$ cat config.mk
export PLATFORM = sky130hd
export DESIGN_NAME = sync_evt_arbiter
export DESIGN_NICKNAME = d
export VERILOG_FILES = /design/src/rtl/sync_evt_arbiter_pkg.sv /design/src/rtl/sync_evt_arbiter_sync2t.sv /design/src/rtl/sync_evt_arbiter.sv
export SDC_FILE = /design/constraint.sdc
export NUM_CORES = 1
export LEC_CHECK = 0
export ABC_AREA = 1
export CAP_MARGIN = 20
export CELL_PAD_IN_SITES_DETAIL_PLACEMENT = 1
export CELL_PAD_IN_SITES_GLOBAL_PLACEMENT = 2
export CORE_ASPECT_RATIO = 1.25
export CORE_MARGIN = 2
export CORE_UTILIZATION = 33
export DETAILED_ROUTE_END_ITERATION = 12
export PLACE_DENSITY_LB_ADDON = 0.08
export SYNTH_ARGS = -nofsm -noshare
export SYNTH_HDL_FRONTEND = slang
export SYNTH_HIERARCHICAL = 1
export SYNTH_SLANG_ARGS = --single-unit
$ cat constraint.sdc
create_clock -name clk -period 2.8 [get_ports clk]
set_input_delay 0.28 -clock clk [delete_from_list [all_inputs] [get_ports clk]]
set_output_delay 0.28 -clock clk [all_outputs]
set_load 0.05 [all_outputs]
$ cat src/rtl/sync_evt_arbiter_pkg.sv
// Shared types and limits for the async event arbiter.
package sync_evt_arbiter_pkg;

  typedef enum logic {
    IDLE  = 1'b0,
    OFFER = 1'b1
  } arb_state_t;

  localparam int N_REQ_MIN = 2;
  localparam int N_REQ_MAX = 16;
  localparam int N_REQ_DEF = 4;
  localparam int CNT_W_DEF = 8;

endpackage

$ cat src/rtl/sync_evt_arbiter_sync2t.sv
// Two-flop synchroniser with an extra history flop for rising-edge detection.
module sync_evt_arbiter_sync2t (
  input  logic clk,
  input  logic rstn,
  input  logic din,
  output logic pulse
);

  logic [2:0] stage_q;

  always_ff @(posedge clk or negedge rstn) begin
    if (!rstn) stage_q <= '0;
    else       stage_q <= {stage_q[1:0], din};
  end

  // stage_q[0] may be metastable; only stage_q[1] onward is trusted.
  assign pulse = stage_q[1] & ~stage_q[2];

endmodule

$ cat src/rtl/sync_evt_arbiter.sv
// Synchronises N async event lines, holds them pending and offers them round-robin
// to one consumer over valid/ready; lost events are counted per channel.
//
//  state | meaning
//  IDLE  | no offer outstanding; registers the next round-robin pick if any pending
//  OFFER | evt_valid_o high, evt_id_o frozen until the consumer handshakes
module sync_evt_arbiter
  import sync_evt_arbiter_pkg::*;
#(
  parameter  int N_REQ = N_REQ_DEF,
  parameter  int CNT_W = CNT_W_DEF,
  localparam int IDW   = $clog2(N_REQ)
) (
  input  logic                   clk,
  input  logic                   rstn,
  input  logic [N_REQ-1:0]       req_async_i,
  input  logic [N_REQ-1:0]       en_i,
  output logic                   evt_valid_o,
  output logic [IDW-1:0]         evt_id_o,
  input  logic                   evt_ready_i,
  output logic [N_REQ-1:0]       pend_o,
  output logic [N_REQ*CNT_W-1:0] drop_cnt_o,
  input  logic                   clr_drop_i
);

  arb_state_t       state_q;
  logic [IDW-1:0]   last_q;
  logic [N_REQ-1:0] pulse;
  logic [N_REQ-1:0] pend_q;
  logic [N_REQ-1:0] avail;

  assign avail  = pend_q & en_i;
  assign pend_o = pend_q;

  // First set bit strictly after 'last', wrapping; the doubled mask avoids a modulo per bit.
  function automatic logic [IDW-1:0] rr_pick(input logic [N_REQ-1:0] mask,
                                             input logic [IDW-1:0]   last);
    logic [2*N_REQ-1:0] dbl;
    logic [IDW-1:0]     res;
    logic               found;
    dbl   = {mask, mask};
    res   = '0;
    found = 1'b0;
    for (int k = 1; k <= N_REQ; k++) begin
      if (!found && dbl[int'(last) + k]) begin
        res   = IDW'((int'(last) + k) % N_REQ);
        found = 1'b1;
      end
    end
    return res;
  endfunction

  for (genvar i = 0; i < N_REQ; i++) begin : g_ch
    logic             offered;
    logic             hs;
    logic             pend_r;
    logic [CNT_W-1:0] cnt_r;

    sync_evt_arbiter_sync2t u_sync (
      .clk   (clk),
      .rstn  (rstn),
      .din   (req_async_i[i]),
      .pulse (pulse[i])
    );

    assign offered = evt_valid_o && (evt_id_o == IDW'(i));
    assign hs      = offered && evt_ready_i;

    always_ff @(posedge clk or negedge rstn) begin
      if (!rstn) begin
        pend_r <= 1'b0;
      end else if (!en_i[i]) begin
        // A disabled channel keeps only an offer already made to the consumer.
        pend_r <= offered && !hs && pend_r;
      end else if (hs) begin
        pend_r <= pulse[i];
      end else if (pulse[i]) begin
        pend_r <= 1'b1;
      end
    end

    always_ff @(posedge clk or negedge rstn) begin
      if (!rstn) begin
        cnt_r <= '0;
      end else if (clr_drop_i) begin
        cnt_r <= '0;
      end else if (en_i[i] && pulse[i] && pend_r && !hs && (cnt_r != {CNT_W{1'b1}})) begin
        cnt_r <= cnt_r + 1'b1;
      end
    end

    assign pend_q[i]                     = pend_r;
    assign drop_cnt_o[i*CNT_W +: CNT_W] = cnt_r;
  end

  always_ff @(posedge clk or negedge rstn) begin
    if (!rstn) begin
      state_q     <= IDLE;
      evt_valid_o <= 1'b0;
      evt_id_o    <= '0;
      last_q      <= IDW'(N_REQ - 1);
    end else begin
      case (state_q)
        IDLE: begin
          if (|avail) begin
            evt_id_o    <= rr_pick(avail, last_q);
            evt_valid_o <= 1'b1;
            state_q     <= OFFER;
          end
        end
        OFFER: begin
          if (evt_ready_i) begin
            last_q      <= evt_id_o;
            evt_valid_o <= 1'b0;
            state_q     <= IDLE;
          end
        end
        default: begin
          state_q     <= IDLE;
          evt_valid_o <= 1'b0;
        end
      endcase
    end
  end

endmodule

==> summary.md, run 1 <==
| Metric | Value |
|---|---|
| CP max FO | 6 |
| Vias in the first global route | 2731 |
| Mapped cell area | 2950 sq um |
| Fraction of layout cells with a size suffix above 1 | 0.0958 |
| Register area | 1350 sq um |
| EDFF count, synth | 0 |
| Status | complete, no violations |
| Period utilisation layout | 0.689 |
| Post-synth top cells | nand2_1 (116), dfrtp_1 (52), nand3_1 (37), inv_1 (35), nor2_1 (28) |
| Syn_nets | 392 |
| TritonCTS clock tree | done |
| Root Driver | clkbuf_8 |
| Multi-input logic area | 1390 sq um |
| CP Cell Sequence | clkdlybuf4s50_1 |
| Post-Syn Instances | 376 |
| Ys flop type | dfrtp_1 |
| Clk buf depth | 2 |
| Post-synth cell types | 30 |
| Die width | 88.6 microns |
| Most frequent cell after synthesis | nand2_1 |
| First-pass GRT wire length | 12.9 mm |
| Row cnt | 38 |
| Filler cells | 1085 |
| Die area | 9730 sq um |
| Post-route cell area | 3660 sq um |
| Layout area overhead | 23.9% |
| Sequential area share after synthesis | 0.458 |
| Global route total overflow | 0 |
| Detailed-router iteration count before antenna repair | 4 |
| Ports | 51 |
| Max-Cap Viols | 0 |
| Crit end category | primary output |
| Reg2Reg Depth | 10 |
| Maximum VDD drop | 219 uV |
| CP bufs+invs | 1 |
| Critical-path top delay cell | clkdlybuf4s50_1 |
| Final Skew | 0.00888 ns |
| Synth Warn # | 6 |
| Final #Nets | 443 |
| Synth top area cells | dfrtp_1 (44%), nand2_1 (15%), nand3_1 (6.3%), inv_1 (4.4%), xor2_1 (3.9%) |
| Initial core utilization | 0.339 |
| CTS Sinks | 54 |
| Total track usage | 0.172 |
| Peak Freq | 519 MHz |
| DRT antenna net count | 0 |
| CTS resizes | 0 |
| Setup-failing EPs final | 0 |
| Slew margin rel. | 0.397 |
| Die H | 110 microns |
| H-tree depth | 2 |
| 1st-iter DRT viols | 123 |
| Worst min path class | in -> async |
| Slowest stage delay, CP | 0.85 ns |
| Hold Slack | 0.0912 ns |
| Crit start category | register |
| Synth top area share | 0.441 |
| RSZ-0062 raised after global routing | false |
| CTS buffer count | 5 |
| Share of flip-flops with an asynchronous set or reset | 1.00 |
| Seq cells post-synth | 54 |
| Largest net degree at the start of global routing | 40 |
| # diodes | 0 |
| Syn Area/Cell | 7.85 sq um |
| Final Hold Viols | 0 |
| PwrDens | 591 nW/um^2 |
| DRC viols | 0 |
| Clk Latency, worst-skew pair | 0.31 ns |
| Initial antenna violation count | 0 |
| Top delay family on crit path | buffers and inverters |
| Vias | 2611 |
| Static Leak | 1.71 nW |
| Placed cell area | 3560 sq um |
| Setup TNS | 0 ns |
| Hold-fix buffers, CTS | 0 |
| Via density | 4.76 |
| Core area | 8700 sq um |
| Drt wl/cell | 14.1 microns |
| Final Slew Violations | 0 |
| Final min period | 1.93 ns |
| Dpl hpwl | 5.92 mm |
| Routed WL | 7.73 mm |
| Arr. time, crit path | 1.65 ns |
| CTS clk-pin slew, worst paths | 0.10 ns |
| Post-CTS setup buffers | 0 |
| Gpl congestion | 0.804 |
| Post-synth top area cell | dfrtp_1 |
| Critical path class | reg -> out |
| Actual slew at the worst max-slew pin | 0.904 ns |
| Req. time, crit path | 2.52 ns |
| I/O Buffers | 50 |
| Critical path depth in cells | 1 |
==> area by class of cell <==
cell class | instances | area share
Clock buffer | 5 | 0.0188
Clock inverter | 3 | 0.00684
Inverter | 39 | 0.0404
Multi-Input combinational cell | 273 | 0.379
Timing Repair Buffer | 54 | 0.144
Sequential cell | 54 | 0.370
Tap cell | 120 | 0.0411
==> final timing paths <==
check	from	endpoint	slack (ns)
max	evt_id_o[1]	evt_id_o[1]	0.87
min	rstn	g_ch[1].cnt_r[2]	0.09
max reg2reg	last_q[0]	evt_id_o[1]	1.03
min reg2reg	g_ch[1].u_sync/stage_q[0]	g_ch[1].u_sync/stage_q[1]	0.36
max in group asynchronous	rstn	last_q[0]	1.99
min in group clk	g_ch[1].u_sync/stage_q[0]	g_ch[1].u_sync/stage_q[1]	0.36
==> state kept, by name (all words and copies together), names as in the netlist <==
name and cells:
g_ch.cnt_r 32, g_ch.u_sync/stage_q 12, g_ch.pend_r 4, evt_id_o 2, last_q 2, evt_valid_o 1
state_q 1
==> metrics by stage <==
| step | utilization | worst slack (ns) | power, mW | instances |
|---|---|---|---|---|
| final | 0.420 | 0.872 | 2.16 | 548 |
| after global routing | 0.420 | 0.811 | 2.31 | 548 |
| after CTS | 0.420 | 0.850 | 2.20 | 548 |
| after detailed placement | 0.410 | 0.822 | 1.73 | 540 |
| after global placement | 0.410 | 0.863 | 1.73 | 540 |
| after floorplan | - | 1.01 | 1.50 | 376 |
==> cells by family (layout without fill, tap and decap cells) <==
group / after synthesis / in the layout / share of synthesized area
buf+inv: 49 / 101 / 0.0720
simple gates: 217 / 217 / 0.330
fa+ha+maj: 4 / 4 / 0.0169
xor+xnor: 21 / 21 / 0.0623
compound gates: 31 / 31 / 0.0606
flops: 54 / 54 / 0.458
==> layer usage <==
layer / share of wire / vias up / global-route usage
met2: 0.54 / 30 / 0.318
met3: 0.024 / 4 / 0.0323
li1: - / 1296 / -
met1: 0.43 / 1281 / 0.202
met4: 0.0069 / 0 / 0.0411
met5: 0 / - / 0
==> power breakdown <==
part	internal, mW	switching [mW]
combinational	0.232	0.502
sequential	0.859	0.112
clock	0.181	0.275
==> layout by cell type (no fill, tap or decap), drive strengths merged <==
cell type / Yosys / layout
nand2: 122 / 122
dfrtp: 52 / 52
clkdlybuf4s50: 0 / 49
nand3: 41 / 41
inv: 38 / 39
nor2: 36 / 36
o21ai: 18 / 18
xor2: 13 / 13
nor3: 11 / 11
xnor2: 8 / 8
nand4: 7 / 7
a21oi: 5 / 5
o31ai: 5 / 5
clkbuf: 1 / 5
buf: 9 / 5
ha: 4 / 4
o211ai: 2 / 2
dfstp: 2 / 2
clkinv: 1 / 2
a21boi: 1 / 1
clkinvlp: 0 / 1
(Power assumes the default switching activity.)
==> inputs of run 2 (changes only) <==
- CORE_UTILIZATION: 33 -> 31
- clock period: 2.8 -> 2 ns (I/O delays scaled with it)
==> run 2 against run 1 <==
Via count is 0.27% lower. Die area increased by 6.2%. Setup slack worse by 0.68 ns. Global-route usage shrank 0.63 points. Wire length rose by 1.9%. Clock power up 95%. Cell area up 2.3%. Critical path depth stayed put. Sequential share of layout area down 0.82 points. Core utilization decreased by 1.5 points. Largest power group unchanged.
==> summary.md, run 2 (same netlist as run 1, synthesis figures left out) <==
| Metric | Value |
|---|---|
| Most frequent cells in the layout | nand2_1 (116), dfrtp_1 (52), clkdlybuf4s50_1 (49) |
| Global route total overflow | 0 (unchanged) |
| Root Driver | clkbuf_16 |
| Setup-failing EPs final | 0 (unchanged) |
| DRT antenna net count | 0 (unchanged) |
| Hold Slack | 0.334 ns (+0.243 ns) |
| Largest register by flop count | g_ch.cnt_r |
| Psw | 1.26 mW (+42%) |
| Commonest non-fill, non-tap cell in the layout | nand2_1 |
| Final Slew Violations | 0 (unchanged) |
| Hold Crit Depth | 1 |
| Period utilisation layout | 0.904 |
| PwrDens | 875 nW/um^2 (+48%) |
| Fraction of layout cells with a size suffix above 1 | 0.0953 (-0.000446) |
| Post-route cell area | 3740 sq um (+2.3%) |
| Worst min path class | in -> reg |
| Cell internal pwr | 2.01 mW (+58%) |
| Top delay family on crit path | buffers and inverters |
| Via density | 4.71 (-1.2%) |
| Filler cells | 1120 (+3.2%) |
| Register area | 1350 sq um (unchanged) |
| Final #Nets | 445 (+0.45%) |
| R2r setup slk | 0.33 ns (-0.70 ns) |
| Initial core utilization | 0.320 (-0.0192) |
| Global Route met2 Usage | 0.296 (-0.0221) |
| Row cnt | 39 (+2.6%) |
| Static Leak | 1.75 nW (+2.3%) |
| Core area | 9220 sq um (+6.0%) |
| Layout area overhead | 26.7% |
| Met3 Use GR | 0.0300 (-0.00232) |
| Placed cell area | 3590 sq um (+0.67%) |
| Post-CTS setup buffers | 0 (unchanged) |
| 1st-iter DRT viols | 104 (-15%) |
| Crit end category | primary output |
| CTS Sinks | 54 (unchanged) |
| Setup TNS | 0 ns (unchanged) |
| H-tree depth | 2 (unchanged) |
| Max-Cap Viols | 0 (unchanged) |
| Die width | 91.3 microns (+3.0%) |
| Initial antenna violation count | 0 (unchanged) |
| CTS resizes | 0 (unchanged) |
| Largest net degree at the start of global routing | 55 (+38%) |
| GRT busiest layer | met2 |
| Drt wl/cell | 14.2 microns (+0.99%) |
| Reg2Reg Depth | 6 (-4) |
| Largest regs | g_ch.cnt_r (32), g_ch.u_sync/stage_q (12), g_ch.pend_r (4) |
| Routed WL | 7.88 mm (+1.9%) |
| Dpl hpwl | 5.85 mm (-1.3%) |
| Slowest stage delay, CP | 0.85 ns (about the same) |
| Gpl congestion | 0.778 (-3.3%) |
| Vias in the first global route | 2808 (+2.8%) |
| DRC viols | 0 (unchanged) |
| CP max FO | 5 (-1) |
| Critical path depth in cells | 1 (unchanged) |
| Status | complete, no violations |
| Total track usage | 0.165 (-0.00628) |
| Die H | 113 microns (+3.1%) |
| Seq pwr share | 0.409 (-0.040) |
| Req. time, crit path | 1.80 ns (-0.72 ns) |
| Clk Latency, worst-skew pair | 0.30 ns (about the same) |
| Vias | 2604 (-0.27%) |
| RSZ-0062 raised after global routing | false |
| Power share of the combinational group | 0.320 (-0.020) |
| CP bufs+invs | 1 (unchanged) |
| Clk buf depth | 2 (unchanged) |
| Critical-path top delay cell | clkdlybuf4s50_1 |
| First-pass GRT wire length | 13.7 mm (+6.9%) |
| Maximum VDD drop | 306 uV (+40%) |
| TritonCTS clock tree | done |
| Final min period | 1.81 ns |
| Multi-input logic area | 1390 sq um (unchanged) |
| Number of flip-flops in the largest register | 32 (unchanged) |
| Critical path class | reg -> out |
| CTS clk-pin slew, worst paths | 0.08 ns (-0.02 ns) |
| I/O Buffers | 50 (unchanged) |
| Detailed-router iteration count before antenna repair | 5 (+1) |
| # diodes | 0 (unchanged) |
| CP Cell Sequence | clkdlybuf4s50_1 |
| Arr. time, crit path | 1.61 ns (-0.04 ns) |
| Peak Freq | 553 MHz |
| Crit start category | register |
| Switching share of power | 0.386 (-0.0253) |
| Actual slew at the worst max-slew pin | 0.660 ns (-0.244 ns) |
| Slew margin rel. | 0.559 (+0.162) |
| Clock Power Share | 0.271 (+0.060) |
| Ports | 51 (unchanged) |
| Die area | 10300 sq um (+6.2%) |
| GRT met1 Usage | 0.203 (+0.00144) |
| CTS buffer count | 5 (unchanged) |
| Final Skew | 0.00700 ns (-0.00187 ns) |
| Final Hold Viols | 0 (unchanged) |
-- run 2: cell count changes in the layout (fill, tap and decap cells not counted) --
cell	change
dlygate4sd3_1	+1
buf_12	+1
clkbuf_16	+5
clkbuf_8	-5
clkinv_2	+1
clkinvlp_4	-1
clkbuf_1	+1
inv_6	-1
-- run 2: timing repair --
item | 4_1_cts | 5_1_grt
setup endpoints to repair | 0 | 0
endpoints found under the hold margin | 52 | 0
hold buffers | 1 | 0
-- run 2: cell type report --
type,instances,area share
Multi-Input combinational cell,273,0.371
Sequential cell,54,0.362
Timing Repair Buffer,56,0.149
Tap cell,123,0.0412
Inverter,39,0.0395
Clock buffer,6,0.0345
Clock inverter,2,0.00368
-- run 2: power by group through the flow --
stage | registers, mW | clock network (mW) | logic (mW)
3_5_place_dp | 1.36 | 0 | 1.06
3_3_place_gp | 1.36 | 0 | 1.06
5_1_grt | 1.36 | 0.963 | 1.17
2_1_floorplan | 1.43 | 0 | 0.665
6_report | 1.34 | 0.888 | 1.05
4_1_cts | 1.34 | 0.920 | 1.06
-- run 2: metrics by stage --
| stage | utilization | std cells | power, mW | setup slack (ns) |
|---|---|---|---|---|
| final | 0.406 | 553 | 3.27 | 0.192 |
| after detailed placement | 0.389 | 544 | 2.42 | 0.155 |
| after floorplan | - | 376 | 2.10 | 0.208 |
| after global placement | 0.389 | 544 | 2.42 | 0.172 |
| after global routing | 0.406 | 553 | 3.50 | 0.131 |
| after CTS | 0.406 | 553 | 3.33 | 0.171 |
-- run 2: worst paths after layout --
path                                           startpoint                        end
min in group asynchronous                            rstn           g_ch[1].cnt_r[2]
worst min-delay path                       req_async_i[3]  g_ch[3].u_sync/stage_q[0]
worst min register to register  g_ch[3].u_sync/stage_q[0]  g_ch[3].u_sync/stage_q[1]
worst max-delay path                       g_ch[2].pend_r                  pend_o[2]
worst max register to register                evt_id_o[1]           g_ch[0].cnt_r[6]
max in group asynchronous                            rstn                  last_q[1]
-- run 2: metal layers --
metal  up-vias  part of all wire
li1       1298                 -
met1      1259              0.45
met2        42              0.51
met3         5             0.028
met4         0             0.011
met5         -                 0
